[src/rtl/br_resolve_unit.sv]
// ============================================================================
// Module      : br_resolve_unit
// Description : ID-stage branch resolution with 2-bit counter direction
//               predictor and branch/mispredict statistics.
//               Optional predictor table enabled by macro BR_PREDICT_EN.
// Revision    : 1.0 - initial release
// ============================================================================
`default_nettype none

module br_resolve_unit #(
    parameter int WORDLENGTH = 32,
    parameter int BHT_DEPTH  = 64,
    parameter int STAT_WIDTH = 16
) (
    input  logic                  clk,
    input  logic                  reset_n,
    input  logic [WORDLENGTH-1:0] if_pc,
    output logic                  if_pred_taken,
    input  logic                  id_valid,
    input  logic                  id_stall,
    input  logic [WORDLENGTH-1:0] id_pc,
    input  logic                  id_pred_taken,
    input  logic [2:0]            BranchOp,
    input  logic [WORDLENGTH-1:0] in1,
    input  logic [WORDLENGTH-1:0] in2,
    output logic [1:0]            Branch_taken,
    output logic                  Flush,
    output logic                  mispredict,
    output logic [STAT_WIDTH-1:0] br_count,
    output logic [STAT_WIDTH-1:0] mp_count
);

    localparam logic [2:0] OP_NONE = 3'b000;
    localparam logic [2:0] OP_EQ   = 3'b001;
    localparam logic [2:0] OP_NE   = 3'b010;
    localparam logic [2:0] OP_LT   = 3'b011;
    localparam logic [2:0] OP_GE   = 3'b100;
    localparam logic [2:0] OP_LTU  = 3'b101;
    localparam logic [2:0] OP_GEU  = 3'b110;
    localparam logic [2:0] OP_JUMP = 3'b111;

    localparam logic [1:0] SEL_PC4   = 2'b00;
    localparam logic [1:0] SEL_BR    = 2'b01;
    localparam logic [1:0] SEL_JMP   = 2'b10;
    localparam logic [1:0] SEL_RECOV = 2'b11;

    localparam logic [STAT_WIDTH-1:0] STAT_ONE = {{(STAT_WIDTH-1){1'b0}}, 1'b1};

    logic w_resolve;
    logic w_is_cond;
    logic w_taken;
    logic w_pred;
    logic w_br_event;

    logic [STAT_WIDTH-1:0] br_count_q, br_count_d;
    logic [STAT_WIDTH-1:0] mp_count_q, mp_count_d;

    assign w_resolve  = id_valid & ~id_stall;
    assign w_is_cond  = (BranchOp != OP_NONE) && (BranchOp != OP_JUMP);
    assign w_br_event = w_resolve & w_is_cond;

    always_comb begin
        w_taken = 1'b0;
        case (BranchOp)
            OP_EQ:   w_taken = (in1 == in2);
            OP_NE:   w_taken = (in1 != in2);
            OP_LT:   w_taken = ($signed(in1) <  $signed(in2));
            OP_GE:   w_taken = ($signed(in1) >= $signed(in2));
            OP_LTU:  w_taken = (in1 <  in2);
            OP_GEU:  w_taken = (in1 >= in2);
            default: w_taken = 1'b0;
        endcase
    end

    always_comb begin
        Branch_taken = SEL_PC4;
        Flush        = 1'b0;
        mispredict   = 1'b0;
        if (w_resolve) begin
            if (BranchOp == OP_JUMP) begin
                Branch_taken = SEL_JMP;
                Flush        = 1'b1;
            end else if (w_is_cond) begin
                if (w_taken && !w_pred) begin
                    Branch_taken = SEL_BR;
                    Flush        = 1'b1;
                    mispredict   = 1'b1;
                end else if (!w_taken && w_pred) begin
                    // Fetch ran down the predicted-taken path; return to fall-through.
                    Branch_taken = SEL_RECOV;
                    Flush        = 1'b1;
                    mispredict   = 1'b1;
                end
            end
        end
    end

    always_comb begin
        br_count_d = br_count_q;
        mp_count_d = mp_count_q;
        if (w_br_event) begin
            br_count_d = br_count_q + STAT_ONE;
        end
        if (mispredict) begin
            mp_count_d = mp_count_q + STAT_ONE;
        end
    end

    always_ff @(posedge clk or negedge reset_n) begin
        if (!reset_n) begin
            br_count_q <= '0;
            mp_count_q <= '0;
        end else begin
            br_count_q <= br_count_d;
            mp_count_q <= mp_count_d;
        end
    end

    assign br_count = br_count_q;
    assign mp_count = mp_count_q;

`ifdef BR_PREDICT_EN
    localparam int IDX_W = $clog2(BHT_DEPTH);

    logic [1:0]       bht_q [BHT_DEPTH];
    logic [IDX_W-1:0] w_if_idx;
    logic [IDX_W-1:0] w_id_idx;
    logic [1:0]       w_ctr_old;
    logic [1:0]       w_ctr_d;
    logic             w_unused;

    assign w_if_idx  = if_pc[IDX_W+1:2];
    assign w_id_idx  = id_pc[IDX_W+1:2];
    assign w_ctr_old = bht_q[w_id_idx];
    assign w_pred    = id_pred_taken;
    assign w_unused  = ^{if_pc, id_pc};

    always_comb begin
        w_ctr_d = w_ctr_old;
        if (w_taken) begin
            if (w_ctr_old != 2'b11) w_ctr_d = w_ctr_old + 2'b01;
        end else begin
            if (w_ctr_old != 2'b00) w_ctr_d = w_ctr_old - 2'b01;
        end
    end

    always_ff @(posedge clk or negedge reset_n) begin
        if (!reset_n) begin
            for (int i = 0; i < BHT_DEPTH; i++) begin
                bht_q[i] <= 2'b01;
            end
        end else if (w_br_event) begin
            bht_q[w_id_idx] <= w_ctr_d;
        end
    end

    // Registered-array read: a same-cycle update is not visible to IF.
    assign if_pred_taken = bht_q[w_if_idx][1];
`else
    logic w_unused;

    // Static not-taken: carried prediction is ignored so 11 can never occur.
    assign w_pred        = 1'b0;
    assign if_pred_taken = 1'b0;
    assign w_unused      = ^{if_pc, id_pc, id_pred_taken};
`endif

endmodule

`default_nettype wire

[config.mk]
export PLATFORM = sky130hd
export DESIGN_NAME = br_resolve_unit
export DESIGN_NICKNAME = d
export VERILOG_FILES = /design/src/rtl/br_resolve_unit.sv
export SDC_FILE = /design/constraint.sdc
export NUM_CORES = 1
export LEC_CHECK = 0
export CAP_MARGIN = 0
export CORE_MARGIN = 8
export CORE_UTILIZATION = 35
export CTS_BUF_LIST = sky130_fd_sc_hd__clkbuf_4
export CTS_CLUSTER_DIAMETER = 60
export CTS_CLUSTER_SIZE = 25
export DETAILED_ROUTE_END_ITERATION = 8
export PLACE_DENSITY = 0.82
export SYNTH_ARGS = -nofsm -noshare
export SYNTH_HDL_FRONTEND = slang
export SYNTH_SLANG_ARGS = --single-unit
export TNS_END_PERCENT = 50
[constraint.sdc]
create_clock -name clk -period 6 [get_ports clk]
set_input_delay 0.6 -clock clk [delete_from_list [all_inputs] [get_ports clk]]
set_output_delay 0.6 -clock clk [all_outputs]
set_load 0.02 [all_outputs]
### Word-level counts from Yosys, hierarchy flattened

Index checks and enable logic that the tools add are counted.

* add/sub/neg operators: 2
* $mul: 0
* divide/modulo/power cells: 0
* order comparisons: 4
* equal/unequal tests: 10
* shift-type cells: 0
* multiplexer cells: 11
* bitwise operators: 3
* reduce and logical (&&, ||, !) cells: 2

Operators with widths (count)
* 32-bit greater-or-equal comparator: 2
* 32-bit less-than comparator: 2
* 16-bit by 1-bit adder with 16-bit output (second input constant): 2
* 32-bit == test: 1
* 32-bit inequality test: 1
* 3-bit == test (second input constant): 4
* 1-bit two-way mux: 8
* 3-bit by 2-bit == test with 1-bit output (second input constant): 2
* 1-bit case mux with 6 select lines: 1
* 2-bit two-way mux: 2
* 3-bit by 1-bit == test with 1-bit output (second input constant): 1
* 3-bit inequality test (second input constant): 1
* 3-bit nonzero test: 1
* 1-bit bitwise AND: 2
* 1-bit logical AND: 1
* 1-bit NOT: 1

* register bits: 32
* bits in latches: 0
* bits in writable memories: 0
* bits in read-only memories: 0
* input bits: 136
* output and inout bits: 37
* word-level logic and storage cells: 34
* memories: 0

### Depth between registers and ports, before layout

Gate-level depths: netlist of the first run.

* word-level depth: 6
* depth in mapped cells: 13
* depth with buffers taken out: 11

### Least setup slack after synthesis of the first run

OpenSTA, ideal clock, no wires.

* path kind: input -> output
* from: input in2[31]
* to: output Flush
* arrival: 3.180 ns
* data required time: 5.400 ns
* slack: 2.220 ns
* cell stages on the path: 12
* buffers on the path: 2
* cell sequence: inv_1 ha_1 nand4_1 or4_1 or3_4 mux2_4 o21ai_2 a21oi_1 and4bb_1 buf_6 buf_6 or2_1

* word-level cells in the longest chain between the ends: 6
* elaborated cells between the ends (all ways): 11
* those cells by class: order compare: 4; eq/ne: 2; mux: 5

RTL lines
* from (decl): RTL line 25 `input logic [WORDLENGTH-1:0] in2,`
* 32-bit greater-or-equal comparator, or another cell as far along: RTL line 70 `OP_GEU: w_taken = (in1 >= in2);`
* 1-bit case mux with 6 select lines *: RTL line 64 `case (BranchOp)`
* 1-bit two-way mux *: RTL line 84 `if (w_taken && !w_pred) begin`
* 1-bit two-way mux *: RTL line 83 `end else if (w_is_cond) begin`
* 1-bit two-way mux *: RTL line 80 `if (BranchOp == OP_JUMP) begin`
* 1-bit two-way mux *: RTL line 79 `if (w_resolve) begin`
* to (decl): RTL line 27 `output logic Flush,`

Mark *: on every way between the ends. The rest lies on a longest branch, timed or not.

### Worst setup path after layout of the first run

Same ends and word-level chain as after synthesis.

==> key figures, run 1 <==
Synthesis
  • Synth cell count leaders: 34 x ha_1, 33 x inv_1, 32 x dfrtp_1
  • Async S/R FF share, synth: 1.000
  • Post-synth cell types: 40
  • Post-Synth Simple-Gate Area: 0.1895
  • Seq cells post-synth: 32
  • Yosys top cell area share: 0.3368
  • Syn Area/Cell: 9.286 um2
  • Post-synth top area cell: dfrtp_1
  • Prevailing post-synth register cell: dfrtp_1
  • Syn Nets: 426
  • Largest family of logic cells by synthesized area: simple AND/OR/NAND/NOR gates
  • EDFF count, synth: 0
  • Most area-consuming cells after synthesis: dfrtp_1 34%, ha_1 18%, xnor2_1 9.2%, inv_1 5.2%, a21oi_1 4.0%
  • Cells after Synth: 256
  • Post-synthesis compound-gate area fraction: 0.09895
  • Seq/Total Area, Yosys: 0.3368
  • Syn. warnings: 0
  • Mapped Area: 2377 um2
  • Mux contribution to synthesized area: 0.01579
  • XOR/XNOR Fraction of Synth Area: 0.1105
  • Synth Area in Adders: 0.1789
  • Count leader, synth: ha_1

Timing
  • Fin crit period: 4849 ps
  • Max Clock Skew: 7.061 ps
  • Final setup fails: 0
  • Pins Over Slew Limit: 0
  • Hold Fails Final Rpt: 0
  • Setup tns final: 0 ps
  • Fin crit share: 0.8081
  • Fmax: 206.2 MHz
  • Rel. slew slack: 0.5691
  • Worst hold slack: 472.1 ps
  • Least-Margin Pin Slew: 640.4 ps
  • RSZ-0062 raised after global routing: no

Critical path
  • Flop2flop setup slack: 4450 ps
  • CP arrival: 4250 ps
  • Crit. End Element: output port
  • Cell mode on critical path: clkdlybuf4s50_1
  • Crit path kind: in2out
  • Slowest-stage cell, CP: clkdlybuf4s50_1
  • Max incr delay on CP: 600 ps
  • CP required: 5400 ps
  • Max Fanout on Critical Path: 12
  • Crit-path cells: clkdlybuf4s50_1, inv_1, ha_1, nand4_1, or4_1, or3_4, mux2_4, o21ai_2, a21oi_1, and4bb_1, or2_1, clkdlybuf4s50_1
  • Type of origin of the critical path: primary input

Floorplanning
  • DIE HEIGHT: 98.42 um
  • Num rows: 30
  • I/O pin cnt: 173
  • Core area: 6681 um2
  • Starting Density: 0.3558
  • Die ar.: 9686 um2
  • Die width: 98.42 um

Clocking
  • # H-tree levels: 2
  • PostCTS Resize Cnt: 0
  • Post-CTS Setup Inserts: 0
  • CTS clk-pin slew, worst paths: 100 ps
  • Hold_buf cts: 0
  • # clock sinks: 32
  • Clock tree buffer depth: 2
  • Num CTS Buffers: 5
  • Root buffer cell: clkbuf_4
  • TritonCTS clock tree: built
  • Clk_lat worst skew: 320 ps

Final layout
  • Layout cells sized above 1: 0.03794
  • Sequential Area: 800.8 um2
  • Antenna Cells: 0
  • Fin cells: 449
  • FILL cells: 623
  • Area grow syn2layout: 51.37%
  • Final core occ: 0.5386
  • Final #Nets: 538
  • Area of the multi-input gates: 1415 um2

Routing
  • Final wirelength: 6141 um
  • Vias/cell: 4.862
  • Pre-Repair DR Iteration Count: 4
  • Wirelength per Cell: 13.68 um
  • Residual DRC: 0
  • Initial DRC Count: 46
  • Post-route ant nets: 0
  • Total number of vias: 2183

Global routing
  • First-pass GRT wire length: 10320 um
  • GR peak layer: met2
  • Met2 global-route usage: 0.2187
  • GRT overflow: 0
  • Number of global-route vias before repair: 2317
  • GRT Overall Usage: 0.1260
  • Largest net degree at the start of global routing: 33
  • GR Util met3: 0.05779
  • Met1 usage: 0.1363
  • Initial antenna violation count: 0

Placement
  • GP Congestion: 0.7632
  • Placed Instances: 441
  • PortBufs: 106
  • Post-DP HPWL: 5274 um

Job
  • Max-cap violations: 0

Worst hold path
  • Hold Path Class: reg2reg

Power and ir drop
  • Peak supply drop: 0.06384 mV
  • PD cells: 197.8 nW/um2
  • Overall power: 711.9 uW
  • Static Leak: 0.001656 uW

Run status
  • Outcome: completed
==> where the power goes <==
group	internal [uW]	total, uW	switching, uW
clock network	85.1	155	70.2
logic	149	269	120
registers	247	287	40.8
total	481	712	231
==> per-stage QoR <==
step / cell area (um2) / setup slack [ps]
2_1_floorplan: 2377 / 2220
3_3_place_gp: 3523 / 1179
3_5_place_dp: 3523 / 1121
4_1_cts: 3598 / 1111
5_1_grt: 3598 / 897.8
6_report: 3598 / 1151
==> final timing paths <==
check                        startpoint            to  cells after the start
setup reg to reg            br_count[0]  br_count[15]                      5
hold / removal             br_count[15]  br_count[15]                      1
hold reg to reg            br_count[15]  br_count[15]                      1
min in group asynchronous       reset_n   br_count[9]                      2
max in group asynchronous       reset_n   br_count[1]                      2
setup / recovery                in2[31]         Flush                     12
==> state kept, by name (all words and copies together), names as in the netlist <==
register and cells:
br_count 16, mp_count 16
==> cell type report <==
type,count,area share
sequential,32,0.2225
clock buffer,5,0.01043
timing repair buffer,109,0.3011
tap,80,0.02782
clock inverter,3,0.01043
inverter,33,0.03442
multi-input combinational,187,0.3933
==> worst max-delay path, delay by kind of cell <==
| family | cells | cell delay (ps) |
|---|---|---|
| AO/OA/AOI/OAI | 2 | 160 |
| adder cells (fa/ha/maj) | 1 | 380 |
| buffers and inverters | 3 | 1090 |
| multiplexers | 1 | 210 |
| AND/OR/NAND/NOR | 5 | 1800 |
==> layer usage <==
layer  up-vias  part of all wire
met5         -                 0
met4         0            0.0039
met3         2              0.10
met2        81              0.48
met1       987              0.42
li1       1113                 -
==> placed cells by master (no fill, tap or decap), types with 3 or more instances in the layout <==
master           instances
o211ai_1                 3
a21oi_1                 19
clkbuf_4                 5
xnor2_1                 25
ha_1                    34
and4_1                   3
a21o_1                   3
nor2_1                   8
nand4_1                 15
and3_1                   8
o21ai_0                  5
nand3_1                 12
xor2_1                   5
inv_1                   33
dfrtp_1                 32
buf_4                    3
clkdlybuf4s50_1        106
nand2_1                 19
==> cells by family (layout without fill, tap and decap cells) <==
family,after synthesis,in the layout
AO/OA/AOI/OAI,38,38
AND/OR/NAND/NOR,81,81
flip-flops,32,32
buffers and inverters,37,150
XOR/XNOR,30,30
multiplexers,3,3
adder cells (fa/ha/maj),34,34
other,1,1
No activity file was read; power rests on OpenSTA's default activity.
==> inputs of run 2 (changes only) <==
--- a/config.mk
+++ b/config.mk
@@ -7,12 +7,12 @@
 export LEC_CHECK = 0
 export CAP_MARGIN = 0
 export CORE_MARGIN = 8
-export CORE_UTILIZATION = 35
+export CORE_UTILIZATION = 32
 export CTS_BUF_LIST = sky130_fd_sc_hd__clkbuf_4
 export CTS_CLUSTER_DIAMETER = 60
 export CTS_CLUSTER_SIZE = 25
 export DETAILED_ROUTE_END_ITERATION = 8
-export PLACE_DENSITY = 0.82
+export PLACE_DENSITY = 0.79
 export SYNTH_ARGS = -nofsm -noshare
 export SYNTH_HDL_FRONTEND = slang
 export SYNTH_SLANG_ARGS = --single-unit
==> constraint.sdc (replaced) <==
create_clock -name clk -period 4.4 [get_ports clk]
set_input_delay 0.44 -clock clk [delete_from_list [all_inputs] [get_ports clk]]
set_output_delay 0.44 -clock clk [all_outputs]
set_load 0.02 [all_outputs]
==> run 2 against run 1 <==
  * Global-route usage down 0.10 points
  * Sequential cell count unchanged
  * Combinational power up 38%
  * Register-to-register slack worse by 1600 ps
  * Hold slack better by 0.85 ps
  * Clock skew up 3.6 ps
  * First-iteration DRC count down 8.7%
  * Critical endpoint is now mispredict
==> key figures, run 2 (synthesized netlist as in run 1, its figures left out) <==
Final layout
  • Most frequent cells in the layout: 104 x clkdlybuf4s50_1, 34 x ha_1, 33 x inv_1, 32 x dfrtp_1, 25 x xnor2_1
  • Area grow syn2layout: 52.42%
  • Fin cells: 470 (+4.7%)
  • Final core occ: 0.5023 (-0.03632)
  • Final #Nets: 540 (+0.37%)
  • Layout cells sized above 1: 0.04582 (+0.007882)
  • FILL cells: 663 (+6.4%)
  • Most common cell after layout, fill and taps aside: clkdlybuf4s50_1
  • Sequential Area: 800.8 um2 (unchanged)
  • Area of the multi-input gates: 1415 um2 (unchanged)
  • Antenna Cells: 0 (unchanged)

Timing
  • Max Clock Skew: 10.68 ps (+3.620 ps)
  • Fin crit share: 0.9661
  • RSZ-0062 raised after global routing: no
  • Final setup fails: 0 (unchanged)
  • Fin crit period: 4251 ps
  • Least-Margin Pin Slew: 659.2 ps (+18.84 ps)
  • Rel. slew slack: 0.5565 (-0.01267)
  • Pins Over Slew Limit: 0 (unchanged)
  • Fmax: 235.3 MHz
  • Setup tns final: 0 ps (unchanged)
  • Hold Fails Final Rpt: 0 (unchanged)

Global routing
  • Number of global-route vias before repair: 2330 (+0.56%)
  • First-pass GRT wire length: 10620 um (+2.9%)
  • Initial antenna violation count: 0 (unchanged)
  • Largest net degree at the start of global routing: 33 (unchanged)
  • GRT overflow: 0 (unchanged)
  • GRT Overall Usage: 0.1250 (-0.001020)

Critical path
  • Reg2reg start: br_count[4]
  • CP arrival: 3810 ps (-440 ps)
  • Crit path launch: in2[27]
  • Crit. End Element: output port
  • Max Fanout on Critical Path: 9 (-3)
  • CP required: 3960 ps (-1440 ps)
  • Crit path kind: in2out
  • Type of origin of the critical path: primary input

Power and ir drop
  • Peak supply drop: 0.08960 mV (+40%)
  • Logic gate share of total power: 0.399 (+0.021)
  • Internal power: 614.0 uW (+28%)
  • PD cells: 256.2 nW/um2 (+29%)
  • P_sw: 314.2 uW (+36%)
  • Sequential fraction of design power: 0.424 (+0.020)
  • Sw Ratio: 0.3385 (+0.01344)
  • Static Leak: 0.001694 uW (+2.3%)
  • Clk pwr share: 0.178 (-0.040)

Floorplanning
  • Die ar.: 10440 um2 (+7.8%)
  • Num rows: 31 (+3.3%)
  • Starting Density: 0.3295 (-0.02629)
  • Die width: 102.2 um (+3.8%)
  • DIE HEIGHT: 102.2 um (+3.8%)
  • Core area: 7214 um2 (+8.0%)
  • I/O pin cnt: 173 (unchanged)

Routing
  • Total number of vias: 2251 (+3.1%)
  • Pre-Repair DR Iteration Count: 4 (unchanged)
  • Post-route ant nets: 0 (unchanged)
  • Residual DRC: 0 (unchanged)
  • Initial DRC Count: 42 (-8.7%)
  • Final wirelength: 6304 um (+2.7%)
  • Vias/cell: 4.789 (-1.5%)
  • Wirelength per Cell: 13.41 um (-1.9%)

Clocking
  • Num CTS Buffers: 5 (unchanged)
  • # H-tree levels: 2 (unchanged)
  • Clock tree buffer depth: 2 (unchanged)
  • CTS clk-pin slew, worst paths: 90 ps (about the same)
  • Clk_lat worst skew: 330 ps (about the same)
  • TritonCTS clock tree: built
  • Root buffer cell: clkbuf_4
  • # clock sinks: 32 (unchanged)

Worst hold path
  • Hold path start: mp_count[15]
  • Hold Path Class: reg2reg

Placement
  • Placed Instances: 462 (+4.8%)
  • GP Congestion: 0.7754 (+1.6%)
  • PortBufs: 106 (unchanged)
  • Post-DP HPWL: 5547 um (+5.2%)

Job
  • Max-cap violations: 0 (unchanged)

Run status
  • Outcome: completed
## run 2: changes by cell type in the layout (fill, tap and decap cells not counted), sizes merged
cell	change
buf	+2
clkbuf	+2
clkdlybuf4s50	-2
dlymetal6s2s	+2
bufinv	-1
clkinv	-1
## run 2: layer usage
| metal | up-vias | global-route usage | wire (um) |
|---|---|---|---|
| met1 | 1046 | 0.1306 | 2492 |
| met2 | 80 | 0.2269 | 3099 |
| met3 | 4 | 0.05450 | 682 |
| met5 | - | 0 | 0 |
| li1 | 1121 | - | - |
| met4 | 0 | 0.02370 | 30 |
## run 2: path summary, 6_finish.rpt
check,end,slack (ps),depth (start not counted)
max,mispredict,150,12
min,mp_count[15],470,1
max reg2reg,br_count[13],2810,5
min reg2reg,mp_count[15],470,1
max in group asynchronous,br_count[12],3620,2
min in group asynchronous,mp_count[5],490,2
## run 2: per-stage QoR
step / cell area (um2) / hold slack (ps) / total power (uW) / setup slack [ps]
2_1_floorplan: 2377 / 144.4 / 568.3 / 939.7
3_3_place_gp: 3562 / 459.9 / 761.9 / 139.0
3_5_place_dp: 3562 / 461.4 / 774.9 / 91.77
4_1_cts: 3618 / 478.8 / 942.7 / 85.70
5_1_grt: 3623 / 498.3 / 990.6 / 4.903
6_report: 3623 / 473.0 / 928.2 / 149.4
## run 2: layout make-up
class	instances	share of cell area
timing repair buffer	111	0.3046
sequential	32	0.2210
clock buffer	7	0.01450
multi-input combinational	187	0.3905
tap	99	0.03419
clock inverter	1	0.001036
inverter	33	0.03419
## run 2: worst max-delay path, stage by stage
cell and delay, ps:
clkdlybuf4s50_1 460, inv_1 40, ha_1 300, nand4_1 180
or4_1 550, or3_4 420, mux2_4 210, o21ai_2 40
a21oi_1 110, and4bb_1 240, buf_4 170, clkdlybuf4s50_1 620
## run 2: power groups by stage
stage | Sequential (uW) | Clock [uW] | Combinational, uW
floorplan | 440 | 0 | 128
global placement | 396 | 0 | 366
detailed placement | 399 | 0 | 376
CTS | 393 | 172 | 378
global route | 403 | 180 | 408
finish | 393 | 165 | 370
## run 2: timing repair
item / 4_1_cts / 5_1_grt
buffers inserted: 0 / 0
hold buffers: 0 / 0
endpoints found under the setup margin: 0 / 2
resized for setup: 0 / 2
==> inputs of run 3 (changes only) <==
--- a/config.mk
+++ b/config.mk
@@ -13,6 +13,7 @@
 export CTS_CLUSTER_SIZE = 25
 export DETAILED_ROUTE_END_ITERATION = 8
 export PLACE_DENSITY = 0.79
+export SLEW_MARGIN = 20
 export SYNTH_ARGS = -nofsm -noshare
 export SYNTH_HDL_FRONTEND = slang
 export SYNTH_SLANG_ARGS = --single-unit
==> results of run 3 <==
Final layout, timing and power as in run 2 (identical DEF).
